--- config.mk ---
export PLATFORM = sky130hd
export DESIGN_NAME = ahb_cmd_master_flat
export DESIGN_NICKNAME = d
export VERILOG_FILES = /design/src/rtl/ahb_cmd_master_if.sv /design/src/rtl/ahb_cmd_master.sv /design/src/flat_wrapper.sv
export SDC_FILE = /design/constraint.sdc
export NUM_CORES = 1
export LEC_CHECK = 0
export ABC_AREA = 1
export BUFFER_PORTS_ARGS = -buffer_cell sky130_fd_sc_hd__buf_2
export CORE_ASPECT_RATIO = 0.9
export CORE_MARGIN = 2
export CORE_UTILIZATION = 51
export CTS_BUF_LIST = sky130_fd_sc_hd__clkbuf_2
export CTS_CLUSTER_SIZE = 16
export DETAILED_ROUTE_END_ITERATION = 6
export PLACE_DENSITY_LB_ADDON = 0.15
export SYNTH_ARGS = -nofsm -noshare
export SYNTH_HDL_FRONTEND = slang
export SYNTH_SLANG_ARGS = --single-unit
export TNS_END_PERCENT = 10
--- constraint.sdc ---
create_clock -name HCLK -period 1.5 [get_ports HCLK]
set_input_delay 0.075 -clock HCLK [delete_from_list [all_inputs] [get_ports HCLK]]
set_output_delay 0.075 -clock HCLK [all_outputs]
set_load 0.02 [all_outputs]
--- src/rtl/ahb_cmd_master_if.sv ---
// Command-side and AHB-Lite-side signal bundle for the single-transfer AHB command master.
// The master modport is the view of ahb_cmd_master; the slave modport is the view of whatever drives it.
interface ahb_cmd_master_if #(
    parameter int AWIDTH = 10
);
    logic              CMD_VALID;
    logic              CMD_READY;
    logic              CMD_WRITE;
    logic [AWIDTH-1:0] CMD_ADDR;
    logic [1:0]        CMD_SIZE;
    logic [31:0]       CMD_WDATA;
    logic              RSP_VALID;
    logic [31:0]       RSP_RDATA;
    logic              RSP_ERROR;
    logic [AWIDTH-1:0] HADDR;
    logic [1:0]        HTRANS;
    logic              HWRITE;
    logic [2:0]        HSIZE;
    logic [2:0]        HBURST;
    logic              HMASTLOCK;
    logic [3:0]        HPROT;
    logic [31:0]       HWDATA;
    logic [31:0]       HRDATA;
    logic              HREADY;
    logic              HRESP;

    modport master (
        input  CMD_VALID, CMD_WRITE, CMD_ADDR, CMD_SIZE, CMD_WDATA,
        input  HRDATA, HREADY, HRESP,
        output CMD_READY, RSP_VALID, RSP_RDATA, RSP_ERROR,
        output HADDR, HTRANS, HWRITE, HSIZE, HBURST, HMASTLOCK, HPROT, HWDATA
    );

    modport slave (
        output CMD_VALID, CMD_WRITE, CMD_ADDR, CMD_SIZE, CMD_WDATA,
        output HRDATA, HREADY, HRESP,
        input  CMD_READY, RSP_VALID, RSP_RDATA, RSP_ERROR,
        input  HADDR, HTRANS, HWRITE, HSIZE, HBURST, HMASTLOCK, HPROT, HWDATA
    );
endinterface

--- src/rtl/ahb_cmd_master.sv ---
// Turns one command at a time into a single non-overlapped AHB-Lite transfer and reports
// completion with a one-cycle response pulse; illegal or misaligned commands complete at once with an error.
module ahb_cmd_master #(
    parameter int          AWIDTH    = 10,
    parameter logic [3:0]  HPROT_VAL = 4'b0011
) (
    input  logic                 HCLK,
    input  logic                 HRESETN,
    ahb_cmd_master_if.master     bus
);
    localparam logic [1:0] HTRANS_IDLE   = 2'b00;
    localparam logic [1:0] HTRANS_NONSEQ = 2'b10;

    typedef enum logic [1:0] {
        IDLE,
        ADDR,
        DATA
    } state_t;

    state_t      state;
    state_t      state_next;
    logic        cmd_legal;
    logic [31:0] wdata_q;

    assign bus.CMD_READY = (state == IDLE);
    assign bus.HBURST    = 3'b000;
    assign bus.HMASTLOCK = 1'b0;
    assign bus.HPROT     = HPROT_VAL;

    // Halfwords need bit 0 clear, words need bits 1:0 clear; size 3 is never legal.
    always_comb begin
        cmd_legal = 1'b0;
        case (bus.CMD_SIZE)
            2'd0:    cmd_legal = 1'b1;
            2'd1:    cmd_legal = ~bus.CMD_ADDR[0];
            2'd2:    cmd_legal = (bus.CMD_ADDR[1:0] == 2'b00);
            default: cmd_legal = 1'b0;
        endcase
    end

    always_ff @(posedge HCLK or negedge HRESETN) begin
        if (!HRESETN) begin
            state <= IDLE;
        end else begin
            state <= state_next;
        end
    end

    always_comb begin
        state_next = state;
        case (state)
            IDLE:    if (bus.CMD_VALID && cmd_legal) state_next = ADDR;
            ADDR:    if (bus.HREADY) state_next = DATA;
            DATA:    if (bus.HREADY) state_next = IDLE;
            default: state_next = IDLE;
        endcase
    end

    // Bus and response registers; address-phase outputs simply hold while HREADY is low.
    always_ff @(posedge HCLK or negedge HRESETN) begin
        if (!HRESETN) begin
            bus.HADDR     <= '0;
            bus.HTRANS    <= HTRANS_IDLE;
            bus.HWRITE    <= 1'b0;
            bus.HSIZE     <= 3'b000;
            bus.HWDATA    <= 32'h0;
            bus.RSP_VALID <= 1'b0;
            bus.RSP_RDATA <= 32'h0;
            bus.RSP_ERROR <= 1'b0;
            wdata_q       <= 32'h0;
        end else begin
            bus.RSP_VALID <= 1'b0;
            case (state)
                IDLE: begin
                    if (bus.CMD_VALID) begin
                        if (cmd_legal) begin
                            bus.HADDR  <= bus.CMD_ADDR;
                            bus.HWRITE <= bus.CMD_WRITE;
                            bus.HSIZE  <= {1'b0, bus.CMD_SIZE};
                            bus.HTRANS <= HTRANS_NONSEQ;
                            wdata_q    <= bus.CMD_WDATA;
                        end else begin
                            bus.RSP_VALID <= 1'b1;
                            bus.RSP_ERROR <= 1'b1;
                            bus.RSP_RDATA <= 32'h0;
                        end
                    end
                end
                ADDR: begin
                    if (bus.HREADY) begin
                        bus.HTRANS <= HTRANS_IDLE;
                        if (bus.HWRITE) bus.HWDATA <= wdata_q;
                    end
                end
                DATA: begin
                    // A low HREADY here may be the first half of an ERROR response, so HRESP is ignored until HREADY rises.
                    if (bus.HREADY) begin
                        if (!bus.HWRITE) bus.RSP_RDATA <= bus.HRDATA;
                        bus.RSP_ERROR <= bus.HRESP;
                        bus.RSP_VALID <= 1'b1;
                    end
                end
                default: ;
            endcase
        end
    end
endmodule

--- src/flat_wrapper.sv ---
// flat-port wrapper written by rule: the top's interface ports become plain ports
module ahb_cmd_master_flat 
#(
    parameter int          AWIDTH    = 10,
    parameter logic [3:0]  HPROT_VAL = 4'b0011
)
  (HCLK, HRESETN, bus_CMD_VALID, bus_CMD_WRITE, bus_CMD_ADDR, bus_CMD_SIZE, bus_CMD_WDATA, bus_HRDATA, bus_HREADY, bus_HRESP, bus_CMD_READY, bus_RSP_VALID, bus_RSP_RDATA, bus_RSP_ERROR, bus_HADDR, bus_HTRANS, bus_HWRITE, bus_HSIZE, bus_HBURST, bus_HMASTLOCK, bus_HPROT, bus_HWDATA);
  ahb_cmd_master_if #(.AWIDTH(AWIDTH)) bus_i ();
  input  logic HCLK;
  input  logic HRESETN;
  input wire logic [$bits(bus_i.CMD_VALID)-1:0] bus_CMD_VALID;
  input wire logic [$bits(bus_i.CMD_WRITE)-1:0] bus_CMD_WRITE;
  input wire logic [$bits(bus_i.CMD_ADDR)-1:0] bus_CMD_ADDR;
  input wire logic [$bits(bus_i.CMD_SIZE)-1:0] bus_CMD_SIZE;
  input wire logic [$bits(bus_i.CMD_WDATA)-1:0] bus_CMD_WDATA;
  input wire logic [$bits(bus_i.HRDATA)-1:0] bus_HRDATA;
  input wire logic [$bits(bus_i.HREADY)-1:0] bus_HREADY;
  input wire logic [$bits(bus_i.HRESP)-1:0] bus_HRESP;
  output wire logic [$bits(bus_i.CMD_READY)-1:0] bus_CMD_READY;
  output wire logic [$bits(bus_i.RSP_VALID)-1:0] bus_RSP_VALID;
  output wire logic [$bits(bus_i.RSP_RDATA)-1:0] bus_RSP_RDATA;
  output wire logic [$bits(bus_i.RSP_ERROR)-1:0] bus_RSP_ERROR;
  output wire logic [$bits(bus_i.HADDR)-1:0] bus_HADDR;
  output wire logic [$bits(bus_i.HTRANS)-1:0] bus_HTRANS;
  output wire logic [$bits(bus_i.HWRITE)-1:0] bus_HWRITE;
  output wire logic [$bits(bus_i.HSIZE)-1:0] bus_HSIZE;
  output wire logic [$bits(bus_i.HBURST)-1:0] bus_HBURST;
  output wire logic [$bits(bus_i.HMASTLOCK)-1:0] bus_HMASTLOCK;
  output wire logic [$bits(bus_i.HPROT)-1:0] bus_HPROT;
  output wire logic [$bits(bus_i.HWDATA)-1:0] bus_HWDATA;
  assign bus_i.CMD_VALID = bus_CMD_VALID;
  assign bus_i.CMD_WRITE = bus_CMD_WRITE;
  assign bus_i.CMD_ADDR = bus_CMD_ADDR;
  assign bus_i.CMD_SIZE = bus_CMD_SIZE;
  assign bus_i.CMD_WDATA = bus_CMD_WDATA;
  assign bus_i.HRDATA = bus_HRDATA;
  assign bus_i.HREADY = bus_HREADY;
  assign bus_i.HRESP = bus_HRESP;
  assign bus_CMD_READY = bus_i.CMD_READY;
  assign bus_RSP_VALID = bus_i.RSP_VALID;
  assign bus_RSP_RDATA = bus_i.RSP_RDATA;
  assign bus_RSP_ERROR = bus_i.RSP_ERROR;
  assign bus_HADDR = bus_i.HADDR;
  assign bus_HTRANS = bus_i.HTRANS;
  assign bus_HWRITE = bus_i.HWRITE;
  assign bus_HSIZE = bus_i.HSIZE;
  assign bus_HBURST = bus_i.HBURST;
  assign bus_HMASTLOCK = bus_i.HMASTLOCK;
  assign bus_HPROT = bus_i.HPROT;
  assign bus_HWDATA = bus_i.HWDATA;
  ahb_cmd_master #(.AWIDTH(AWIDTH), .HPROT_VAL(HPROT_VAL)) u_core (.HCLK(HCLK), .HRESETN(HRESETN), .bus(bus_i));
endmodule
After elaboration in Yosys (flattened, before gate mapping)
Index checks and enable logic that the tools add are counted.
- output and inout port bits: 91
- input port bits: 82
- register bits: 115
- logic and storage cells: 55
- bitwise gates (word level): 1
- mux-type cells: 21
- reduce and logical (&&, ||, !) cells: 12
- equality and inequality tests: 11
- operator list (cell ; count):
    $mux 32 ; 4
    $pmux 32 s2 ; 1
    $mux 2 ; 5
    $ne 2x2->1 const B ; 5
    $reduce_and 3->1 ; 3
    $reduce_and 4->1 ; 2
    $logic_not 2->1 ; 3
    $mux 1 ; 6
    $pmux 2 s3 ; 1
    $reduce_and 5->1 ; 1
    $eq 2x1->1 const B ; 2
    $eq 2x2->1 const B ; 2
    $ne 2x1->1 const B ; 2
    $pmux 1 s2 ; 2
    $pmux 2 s2 ; 1
    $reduce_bool 2->1 ; 2
    $pmux 1 s3 ; 1
    $logic_and 1x1->1 ; 1
    $not 1->1 ; 1

Longest topological paths before layout
- depth after elaboration: 5
- gate-level depth with buffers: 8
- mapped depth without buffers: 7

Worst setup path before layout
Ideal clock, no wire load.
- path type: register -> register
- start: reg u_core.state[1]
- end: reg u_core.bus.RSP_RDATA[10]
- data arrival time: 1.379 ns
- cell stages (with the launch flop): 6
- period minus slack after synthesis: 1.497 ns
- data required time: 1.383 ns
- setup slack: 0.003 ns
- cell sequence: dfrtp_1 -> nor2_1 -> nand2_1 -> clkbuf_1 -> nand4_1 -> nand2_1
- word-level cells in the longest chain between the ends: 3
- elaborated cells between the ends (all ways): 9
- those cells by class: eq/ne (5); mux (1); reduce/logical (3)
- ends and longest elaborated chain (element ; RTL line ; text):
    start, declared ; ahb_cmd_master.sv:20 ; state_t state;
    start signal, assigned ; ahb_cmd_master.sv:45 ; state <= state_next;
    $logic_not 2->1 (*) ; -- ;
    via bus_CMD_READY ; flat_wrapper.sv:19 ; output wire logic [$bits(bus_i.CMD_READY)-1:0] bus_CMD_READY;
    $ne 2x2->1 (no line) or $reduce_bool 2->1 (tied branches) ; -- ;
    $reduce_and 5->1 (no line) ; -- ;
    end signal, assigned ; ahb_cmd_master.sv:98 ; if (!bus.HWRITE) bus.RSP_RDATA <= bus.HRDATA;
    end, declared ; ahb_cmd_master_if.sv:30 ; output CMD_READY, RSP_VALID, RSP_RDATA, RSP_ERROR,
Mark *: on every way through the listed nets, which the timed path passes. The rest lies on a longest branch.
A chain may end at the register's enable or synchronous reset.

Final worst setup path
- start: reg u_core.state[1]
- end: reg u_core.bus.RSP_RDATA[10]
- word-level cells in the longest chain between the ends: 3
- elaborated cells between the ends (all ways): 9
- those cells by class: eq/ne (5); mux (1); reduce/logical (3)
- ends and longest elaborated chain (element ; RTL line ; text):
    $eq 2x2->1 or $logic_not 2->1 (tied branches) ; ahb_cmd_master.sv:73 ; case (state)
    $ne 2x2->1 (no line) or $reduce_bool 2->1 (tied branches) ; -- ;
    $reduce_and 5->1 (no line) ; -- ;
Several ways; a longest one is shown, not always the timed one.

==> flow_metrics.py <==
metrics = {
    "run_status": {
        "status": "finished with violations",
        "violations": "setup timing",
    },
    "place": {
        "dp_hpwl_um": 8470,
        "dp_slack_ns": -0.0614,
        "gp_congestion": 0.799,
        "io_buffers": 162,
        "placed_cell_area_um2": 5880,
    },
    "critical_path": {
        "worst_path_most_repeated_cell": "nand2_1",
        "r2r_cells": 8,
        "critPathKind": "flop to flop",
        "r2r-end": "u_core.bus.RSP_RDATA[10]$_DFFE_PN0P_",
        "startpoint": "u_core.state[1]$_DFFE_PN0P_",
        "arrival_ns": 2.05,
        "crit_end": "u_core.bus.RSP_RDATA[10]$_DFFE_PN0P_",
        "reg2reg_setup_slack_ns": -0.03,
        "start_kind": "flop",
        "path_cells": "buf_6 -> nand2_4 -> nor2_2 -> nor2_4 -> nand3_4 -> clkbuf_16 -> nand2_1 -> nand2_1",
        "crit_fanout": 6,
        "regToRegStartpoint": "u_core.state[1]$_DFFE_PN0P_",
        "cp_data_required_time_ns": 2.03,
        "end_kind": "flop",
        "slowest_delay_ns": 0.49,
        "cp_slowest_cell": "dfrtp_2",
    },
    "route": {
        "detail_route.wl_per_cell_um": 15.0,
        "firstDrtPassIters": 4,
        "antenna_left": 0,
        "vias": 4922,
        "wirelength_um": 14500,
        "drt_iter0_markers": 240,
        "vias_per_cell": 5.06,
        "drc": 0,
    },
    "cells_and_area": {
        "diodes": 0,
        "final_area_um2": 7280,
        "synthToLayoutAreaGrowth_pct": 49.5,
        "drive_above_1_share_pct": 30.4,
        "final_nets": 920,
    },
    "timing": {
        "skew_ns": 0.0337,
        "hold_viol": 0,
        "rsz0062_at_grt": "yes",
        "final.setup.worst_slack_ns": -0.0277,
        "drv_slew": 0,
        "setup_viol": 5,
        "max_freq_mhz": 655,
        "fin_crit_ns": 1.53,
        "timing.final.crit_share_pct": 102,
    },
    "synthesis": {
        "synth_edf_count": 0,
        "synth-async-reset-ratio_pct": 100,
        "synth-seq-cells": 114,
        "ys_top_cells_by_count": "nand2_1, dfrtp_1, nand3_1, nor2_1, inv_1",
        "synth_area_leaders": "dfrtp_1, nand2_1, nand3_1",
        "synthCells": 584,
        "syn-cell-area_um2": 4870,
        "synth_ff_type": "dfrtp_1",
        "yosys_warnings": 0,
        "ys_seq_area_share_pct": 58.6,
        "yosys.area.top_type_share_pct": 58.6,
        "synth_top_area_cell": "dfrtp_1",
        "yosysMostFrequentCell": "nand2_1",
        "synth_cell_types": 18,
        "avgSynthCellArea_um2": 8.34,
    },
    "global_route": {
        "antenna_found_initial": 0,
        "grt_pass1_vias": 4925,
        "grt_first_pass_wirelength_um": 22800,
        "grt_max_degree": 38,
        "grt_use_total_pct": 27.9,
        "grt.overflow.total": 0,
    },
    "floorplanning": {
        "coreArea_um2": 9210,
        "dieArea_um2": 10400,
        "die_w_um": 107,
        "fp-row-count": 33,
        "initial_core_util_pct": 52.9,
        "pin_count": 173,
        "die_h_um": 96.7,
    },
    "clock_tree": {
        "cts_tree": "yes",
        "cts_buffer_depth": 2,
        "clk_pin_slew_worst_paths_ns": 0.20,
        "h-tree-depth": 4,
        "clock_latency_ns": 0.65,
        "cts_buffers": 17,
        "cts_sinks": 114,
        "cts-root-buf": "clkbuf_2",
    },
    "hold_path": {
        "hold_class": "input pin to flop",
        "holdPathStages": 4,
        "min_from": "bus_CMD_WDATA[13]",
    },
    "run": {
        "drv_cap": 0,
    },
    "power": {
        "ir_drop_mv": 0.796,
        "leakage_uw": 0.00421,
        "powerDensity_nw_per_um2": 1570,
    },
}
==> cell families after synthesis <==
family	share of synthesized area, %
AND/OR/NAND/NOR	32.1
flip-flops	58.6
buffers and inverters	8.04
AO/OA/AOI/OAI	1.13
other	0.154
==> where the power goes <==
part | leakage, uW | switching (uW) | internal, uW | total, uW
sequential | 0.00146 | 621 | 4100 | 4720
clock | 0.000133 | 1190 | 920 | 2110
combinational | 0.00261 | 2830 | 1760 | 4590
total | 0.00421 | 4640 | 6780 | 11400
==> metal layers <==
layer	track usage, %	part of all wire (%)	up-vias
met4	9.59	2.2	0
met2	47.4	51	214
met3	7.82	7.0	32
li1	-	-	2338
met5	0	0	-
met1	34.1	40	2338
==> metrics by stage <==
step | hold slack [ns] | cells | TNS (ns) | util (%) | power, uW
global placement | 0.0617 | 848 | 0 | 63.8 | 8420
floorplan | -0.221 | 592 | 0 | - | 7050
CTS | 0.101 | 969 | -0.000303 | 76.9 | 11100
finish | 0.173 | 973 | -0.0570 | 79.1 | 11400
global route | 0.120 | 973 | -1.27 | 79.1 | 12100
detailed placement | 0.0702 | 848 | -1.32 | 63.8 | 8560
==> timing repair <==
action / CTS / global route
resized for setup: 12 / 43
endpoints found under the hold margin: 201 / 0
endpoints found under the setup margin: 34 / 58
cloned: 1 / 3
buffers inserted: 5 / 1
pin swaps: 2 / 4
hold buffers: 83 / 0
==> state kept, by name, summed over array words and instances, names as in the netlist <==
name	cells
u_core.bus.HTRANS	1
u_core.bus.HADDR	10
u_core.state	2
u_core.bus.HWRITE	1
u_core.bus.HSIZE	2
u_core.bus.RSP_VALID	1
u_core.bus.RSP_ERROR	1
u_core.bus.RSP_RDATA	32
u_core.bus.HWDATA	32
u_core.wdata_q	32
==> worst min path at each step <==
stage | slack [ns] | endpoint
floorplan | -0.22 | u_core.bus.HADDR[0]$_DFFE_PN0P_
global placement | 0.06 | u_core.bus.HWDATA[18]$_DFFE_PN0P_
detailed placement | 0.07 | u_core.bus.HWDATA[18]$_DFFE_PN0P_
CTS | 0.10 | u_core.wdata_q[18]$_DFFE_PN0P_
global route | 0.12 | u_core.wdata_q[13]$_DFFE_PN0P_
finish | 0.17 | u_core.wdata_q[13]$_DFFE_PN0P_
==> critical path, delay by kind of cell, from the launching register on <==
family	cells	cell delay, ns
and+or+nand+nor	6	0.58
DFF	1	0.49
buffers and inverters	2	0.36
==> final cells by class <==
class	count	area, um^2
Tap cell	122	153
Clock inverter	14	165
Clock buffer	18	90.1
Sequential cell	114	2860
Multi-Input combinational cell	388	1780
Inverter	43	161
Timing Repair Buffer	274	2080
Fill cell	606	1920
==> layout by cell type (no fill, tap or decap), types with 12 or more instances in the layout <==
| cell | instances |
|---|---|
| buf_2 | 159 |
| buf_4 | 12 |
| clkbuf_2 | 18 |
| dfrtp_1 | 112 |
| dlygate4sd3_1 | 82 |
| inv_1 | 41 |
| nand2_1 | 191 |
| nand2_2 | 22 |
| nand3_1 | 69 |
| nand4_1 | 32 |
| nor2_1 | 42 |
(Power assumes the default switching activity.)
